$ cat config.mk
export PLATFORM = sky130hd
export DESIGN_NAME = st_unit
export DESIGN_NICKNAME = d
export VERILOG_FILES = /design/src/rtl/rv32i_pkg.sv /design/src/rtl/st_formatter.sv /design/src/rtl/st_unit.sv
export SDC_FILE = /design/constraint.sdc
export NUM_CORES = 1
export LEC_CHECK = 0
export BUFFER_PORTS_ARGS = -buffer_cell sky130_fd_sc_hd__buf_2
export CAP_MARGIN = 20
export CORE_MARGIN = 1
export CORE_UTILIZATION = 59
export DETAILED_ROUTE_END_ITERATION = 7
export PLACE_DENSITY_LB_ADDON = 0.08
export SLEW_MARGIN = 20
export SYNTH_ARGS = -nofsm -noshare
export SYNTH_HDL_FRONTEND = slang
export SYNTH_SLANG_ARGS = --single-unit
export TNS_END_PERCENT = 1
$ cat constraint.sdc
create_clock -name clk -period 3.01 [get_ports clk]
set_clock_uncertainty 0.05 [all_clocks]
set_input_delay 0.602 -clock clk [delete_from_list [all_inputs] [get_ports clk]]
set_output_delay 0.602 -clock clk [all_outputs]
set_load 0.01 [all_outputs]
$ cat src/rtl/rv32i_pkg.sv
// Shared RV32I definitions for the data-memory store path.
// Store funct3 encodings, strobe width and the store-buffer entry layout.
package rv32i_pkg;

   localparam logic [2:0] F3_SB = 3'b000;
   localparam logic [2:0] F3_SH = 3'b001;
   localparam logic [2:0] F3_SW = 3'b010;

   localparam int WSTRB_W = 4;

   typedef struct packed {
      logic [29:0]         waddr;
      logic [31:0]         wdata;
      logic [WSTRB_W-1:0]  wstrb;
   } sb_entry_t;

   function automatic logic [31:0] word_addr(input logic [29:0] w);
      return {w, 2'b00};
   endfunction

endpackage

$ cat src/rtl/st_formatter.sv
// Store formatter: replicates rs2 data onto byte lanes and builds strobes.
// Flags misaligned halfword/word stores and unknown funct3 encodings.
module st_formatter
   import rv32i_pkg::*;
(
   input  logic [1:0]          off,
   input  logic [2:0]          funct3,
   input  logic [31:0]         data,
   output logic [31:0]         wdata,
   output logic [WSTRB_W-1:0]  wstrb,
   output logic                err
);

   // Lane replication and strobe generation by access size
   always_comb begin
      wdata = '0;
      wstrb = '0;
      err   = 1'b0;
      case (funct3)
         F3_SB: begin
            wdata = {4{data[7:0]}};
            wstrb = 4'b0001 << off;
         end
         F3_SH: begin
            wdata = {2{data[15:0]}};
            wstrb = off[1] ? 4'b1100 : 4'b0011;
            err   = off[0];
         end
         F3_SW: begin
            wdata = data;
            wstrb = 4'b1111;
            err   = |off;
         end
         default: begin
            err = 1'b1;
         end
      endcase
   end

endmodule

$ cat src/rtl/st_unit.sv
// Store path: formats MEM-stage stores and queues them in an in-order
// store buffer that drains to data memory over a valid/ack handshake.
module st_unit
   import rv32i_pkg::*;
#(
   parameter int DEPTH = 4
)
(
   input  logic                     clk,
   input  logic                     rst_n,
   input  logic                     st_valid,
   output logic                     st_ready,
   input  logic [31:0]              st_addr,
   input  logic [31:0]              st_data,
   input  logic [2:0]               funct3,
   output logic                     st_err,
   output logic                     mem_req,
   input  logic                     mem_ack,
   output logic [31:0]              mem_addr,
   output logic [31:0]              mem_wdata,
   output logic [WSTRB_W-1:0]       mem_wstrb,
   output logic                     sb_empty,
   output logic [$clog2(DEPTH):0]   sb_count
);

   localparam int PW = $clog2(DEPTH);
   localparam int CW = PW + 1;
   localparam logic [CW-1:0] FULL_CNT = CW'(DEPTH);

   sb_entry_t           buf_q [DEPTH];
   logic [PW-1:0]       wr_ptr;
   logic [PW-1:0]       rd_ptr;
   logic [CW-1:0]       count;
   logic                err_q;

   logic [31:0]         f_wdata;
   logic [WSTRB_W-1:0]  f_wstrb;
   logic                f_err;

   logic                full;
   logic                empty;
   logic                accept;
   logic                push;
   logic                pop;
   sb_entry_t           head;
   sb_entry_t           new_ent;

   st_formatter u_fmt (
      .off    (st_addr[1:0]),
      .funct3 (funct3),
      .data   (st_data),
      .wdata  (f_wdata),
      .wstrb  (f_wstrb),
      .err    (f_err)
   );

   assign full   = (count == FULL_CNT);
   assign empty  = (count == '0);
   assign accept = st_valid && !full;
   assign push   = accept && !f_err;
   assign pop    = !empty && mem_ack;

   assign new_ent.waddr = st_addr[31:2];
   assign new_ent.wdata = f_wdata;
   assign new_ent.wstrb = f_wstrb;

   assign head = buf_q[rd_ptr];

   // Entry storage: write the formatted store at the tail
   always_ff @(posedge clk or negedge rst_n) begin
      if (!rst_n) begin
         for (int i = 0; i < DEPTH; i++) begin
            buf_q[i] <= '0;
         end
      end else if (push) begin
         buf_q[wr_ptr] <= new_ent;
      end
   end

   // Pointers and occupancy; pointers wrap naturally at DEPTH
   always_ff @(posedge clk or negedge rst_n) begin
      if (!rst_n) begin
         wr_ptr <= '0;
         rd_ptr <= '0;
         count  <= '0;
      end else begin
         if (push) begin
            wr_ptr <= wr_ptr + PW'(1);
         end
         if (pop) begin
            rd_ptr <= rd_ptr + PW'(1);
         end
         case ({push, pop})
            2'b10:   count <= count + CW'(1);
            2'b01:   count <= count - CW'(1);
            default: count <= count;
         endcase
      end
   end

   // One-cycle error pulse for a rejected but accepted store
   always_ff @(posedge clk or negedge rst_n) begin
      if (!rst_n) begin
         err_q <= 1'b0;
      end else begin
         err_q <= accept && f_err;
      end
   end

   // Head presentation; idle bus is driven to zero
   always_comb begin
      mem_addr  = '0;
      mem_wdata = '0;
      mem_wstrb = '0;
      if (!empty) begin
         mem_addr  = word_addr(head.waddr);
         mem_wdata = head.wdata;
         mem_wstrb = head.wstrb;
      end
   end

   assign st_ready = !full;
   assign st_err   = err_q;
   assign mem_req  = !empty;
   assign sb_empty = empty;
   assign sb_count = count;

endmodule

==> results.cfg, run 1 <==
[outcome]
status = finished, violations left
violations = negative hold slack

[yosys]
netlist.area_leader.share_pct = 49.79
syn_inst = 846
synth_cell_type_count = 31
yosys-top-cells-area = dfrtp_1 50%, mux2_4 18%, mux4_2 11%, mux2_2 8.6%, and2_1 3.4%
synth.most_common_cell = dfrtp_1
avgSynthCellArea_um2 = 16.16
yosys_warnings = 0
synth.top_cells.by_count = 272 x dfrtp_1, 160 x mux2_4, 104 x mux2_2
ys_seq_area_share_pct = 49.79
synthFlopType = dfrtp_1
synth_enable_flop_cells = 0
synthArstFlopShare_pct = 100.0
syn_area_um2 = 13670
synth_top_cell_by_area = dfrtp_1
ys_seq_elements = 272

[timing]
rsz0062_at_grt = no
max_freq_ghz = 0.3424
report.final.hold_viol_count = 7
period_share_pct = 97.04
whs_ps = -11.56
max_slew_margin_pct = 44.12
worst_pin_slew_ps = 838.2
period_needed_ps = 2921
setup_violations = 0
setup_tns_ps = 0
slew_violations = 0
finalWorstSetupSlack_ps = 89.16

[drt]
wl_met1_um = 13250
wl_met2_um = 14330
wl_met3_um = 1441
totalWireLength_um = 29630
viasPerCell = 5.897
drc = 0
post_drt_wl_per_cell_um = 22.81
final_antenna_net_count = 0
drt_iter0_markers = 310
drtPass1Iterations = 4
via_count = 7660
highest_layer = met4

[pwr]
p_total_mw = 16.79
vdd.ir_drop.worst_uv = 635.4
cellPowerDensity_nw_per_um2 = 1081
leakage_nw = 8.012

[final_layout]
drive_gt1_share_pct = 55.38
layoutNonFillerInstCount = 1299
fin_nets = 1070
design_area_um2 = 15530
post-route-util_pct = 68.38
fillers = 1534
synthToLayoutAreaGrowth_pct = 13.60

[worst_setup_path]
required_ps = 2360
start_kind = register
critPathKind = register to output port
end_kind = output port
cp.arrival_ps = 2270
path_max_fanout = 11

[global_routing]
grt_pass1_vias = 8595
grt_max_degree = 88
grt_pass1_wl_um = 49020
gr-total-overflow = 0
grt_usage_pct = 26.64
antenna_found_initial = 0

[cts]
cts_sinks = 272
root_buffer = clkbuf_16
cts_made_buffers = 30
clockBufferDepth = 3
ctsHoldBuffers = 0
cts_tree = done
htreeDepth = 1
clk_pin_slew_ps = 60
clock_latency_ps = 550

[placement]
dp_hpwl_um = 19330
place_area_um2 = 14480
gp_congestion = 0.8850
placedCellCount = 1243
post-place-ws_ps = 318.8
port_buffers = 143

[job]
maxCapViolations = 0

[die]
dieArea_um2 = 23780
core_um2 = 22710
start_util_pct = 60.19
rows = 55
die_x_um = 154.2
ioPinCount = 146
chipHeight_um = 154.2

[min_path]
min_path_type = input pin to async pin
[cell type report]
| class | count | area (µm²) | area share, % |
|---|---|---|---|
| multi-input cells | 506 | 6228 | 40.11 |
| clock inverters | 11 | 155.1 | 0.9991 |
| inverters | 8 | 30.03 | 0.1934 |
| well taps | 285 | 356.6 | 2.296 |
| repair buffers | 175 | 1079 | 6.945 |
| flip-flops and latches | 272 | 6814 | 43.88 |
| clock buffers | 41 | 863.3 | 5.560 |
| diodes | 1 | 2.502 | 0.01611 |
[cell usage in the layout, fill, tap and decap left out, drive strengths merged, types with 2 or more instances in the layout]
master and n:
conb 2, and2 75, o21a 2, nor2 23
clkbuf 41, nand2 7, a21o 16, mux4 66
nor2b 12, bufinv 4, mux2i 9, mux2 264
inv 8, dfrtp 272, a21oi 12, xnor2 3
clkinv 7, ha 5, buf 175, xor2 3
[logic make-up (layout without fill, tap and decap cells)]
family                     after synthesis  in the layout  share of synthesized area (%)
and+or+nand+nor                        121            121                          5.272
adders and majority gates                6              6                         0.6041
xor gates and xnor gates                 6              6                         0.3845
DFF                                    272            272                          49.79
buffers and inverters                   69            235                          4.705
other                                    1              3                        0.02743
AOI/OAI and AO/OA                       32             32                          1.538
muxes                                  339            339                          37.68
[worst paths after layout]
check | from | end | slack, ps | cells past startpoint
max | rd_ptr[0] | mem_wdata[18] | 90 | 4
min | rst_n | buf_q[254] | -10 | 1
max reg2reg | sb_count[0] | buf_q[153] | 340 | 5
min reg2reg | buf_q[23] | buf_q[23] | 450 | 1
max in group asynchronous | rst_n | buf_q[107] | 2020 | 2
min in group clk | st_addr[6] | buf_q[172] | 280 | 2
[routing by layer]
metal / track usage, % / vias to the layer above
met2: 44.26 / 208
li1: - / 3326
met5: 0 / -
met3: 4.623 / 50
met1: 36.72 / 4076
met4: 6.714 / 0
[worst max-delay path, stage by stage (launching register included)]
cell	delay, ps
dfrtp_4	590
buf_4	250
mux4_2	520
and2_1	200
buf_2	150
[power breakdown]
group	total, mW	switching [mW]	internal, mW
Clock	3.77	1.44	2.33
Sequential	6.31	1.04	5.27
Combinational	6.70	2.52	4.19
Total	16.8	5.00	11.8
[state kept, by name (all words and copies together) (netlist names)]
name / flops
wr_ptr: 2
rd_ptr: 2
sb_count: 3
st_err: 1
buf_q: 264
[timing repair]
action                                  in CTS  in global routing
endpoints found under the setup margin      42                 34
resized for setup                            0                  1
gates cloned                                 0                  0
setup buffers                                3                  0
(Power assumes the default switching activity.)
==> run 2: changes to the inputs <==
- CORE_UTILIZATION: 59 -> 60
- GPL_TIMING_DRIVEN: unset -> 0
- clock period: 3.01 -> 3.7 ns (I/O delays scaled with it)
==> run 2 against run 1 <==
Effect of this change: the flow now finishes without violations; sequential power is 21% lower; cell count is 1.8% higher; worst hold slack better by 55 ps; register-to-register slack better by 910 ps; clock-buffer cell count is 1 higher; total power is 21% lower; setup slack better by 97 ps; clock power is 26% lower; combinational power is 18% lower; non-clock buffer count is 32 higher; first-iteration DRC count is 11% higher; largest cell class unchanged; highest routed layer unchanged.
==> results.cfg, run 2 (synthesis gave the netlist of run 1 again) <==
[drt]
post_drt_wl_per_cell_um = 21.57
totalWireLength_um = 28540
drc = 0
via_count = 7608
drtPass1Iterations = 4
final_antenna_net_count = 0
drt_iter0_markers = 345
viasPerCell = 5.751

[cts]
clock_latency_ps = 530
cts_tree = done
root_buffer = clkbuf_16
postCtsResizedCells = 0
clockBufferDepth = 3
cts_setup_buffers = 0
ctsHoldBuffers = 0
cts_made_buffers = 29
htreeDepth = 1
cts_sinks = 272
clk_pin_slew_ps = 60

[die]
start_util_pct = 61.87
core_um2 = 22090
rows = 54
chipHeight_um = 152.9
die_x_um = 152.9
ioPinCount = 146
dieArea_um2 = 23390

[worst_setup_path]
critPathKind = register to output port
r2r_cells = 10
required_ps = 2910
cp.arrival_ps = 2720
start_kind = register
end_kind = output port
path_max_fanout = 10

[final_layout]
drive_gt1_share_pct = 54.55
final_cell_mix = 272 x dfrtp_1, 160 x mux2_4, 150 x buf_2
synthToLayoutAreaGrowth_pct = 15.25
design_area_um2 = 15750
final_common_cell = dfrtp_1
largest-register = buf_q
post-route-util_pct = 71.30
largest_reg_flops = 264
fin_nets = 1101
insertedDiodeCount = 0
layoutNonFillerInstCount = 1323

[timing]
setup_tns_ps = 0
rsz0062_at_grt = no
setup_violations = 0
max_slew_margin_pct = 52.87
whs_ps = 43.07
period_share_pct = 94.98
finalWorstSetupSlack_ps = 185.8
period_needed_ps = 3514
worst_pin_slew_ps = 707.0
max_freq_ghz = 0.2846
slew_violations = 0
report.final.hold_viol_count = 0

[min_path]
min_path_type = input pin to async pin

[pwr]
p_total_mw = 13.24
leakage_nw = 8.127
cellPowerDensity_nw_per_um2 = 840.6
vdd.ir_drop.worst_uv = 468.4

[global_routing]
gr-total-overflow = 0
grt_pass1_wl_um = 47060
grt_usage_pct = 25.85
grt_pass1_vias = 8284
antenna_found_initial = 0
grt_max_degree = 94

[placement]
place_area_um2 = 14830
dp_hpwl_um = 19240
gp_congestion = 0.8249
placedCellCount = 1273
post-place-ws_ps = 708.0
port_buffers = 143

[outcome]
status = complete, no violations

[job]
maxCapViolations = 0
run 2: where the power goes:
group | internal (mW) | switching, mW
combinational | 3.35 | 2.12
clock | 1.63 | 1.16
sequential | 4.28 | 0.706
total | 9.26 | 3.98
run 2: worst paths after layout:
| check | from | end | slack [ps] |
|---|---|---|---|
| max in group asynchronous | rst_n | buf_q[83] | 2490 |
| min in group clk | st_valid | st_err | 420 |
| hold reg to reg | buf_q[88] | buf_q[88] | 450 |
| hold / removal | rst_n | buf_q[187] | 40 |
| setup / recovery | rd_ptr[0] | mem_wdata[17] | 190 |
| setup reg to reg | sb_count[1] | sb_count[2] | 1250 |
run 2: layer usage:
| metal | up-vias | GRT usage, % | part of all wire, % |
|---|---|---|---|
| li1 | 3400 | - | - |
| met1 | 3971 | 37.32 | 46 |
| met2 | 195 | 41.94 | 48 |
| met3 | 42 | 3.629 | 4.2 |
| met4 | 0 | 6.061 | 2.0 |
| met5 | - | 0 | 0 |
run 2: critical path, stage by stage (launching register included):
cell and delay [ps]:
dfrtp_1 330, clkbuf_1 270, buf_4 320, buf_2 390
mux4_2 540, and2_1 200, buf_2 140
run 2: area by class of cell:
cell class | count | area, µm²
plain buffers | 61 | 613.1
clock buffers | 42 | 874.6
clock inverters | 8 | 47.55
fillers | 1483 | 6340
inverters | 8 | 30.03
multi-input cells | 506 | 6223
flip-flops and latches | 272 | 6807
well taps | 280 | 350.3
repair buffers | 146 | 808.3
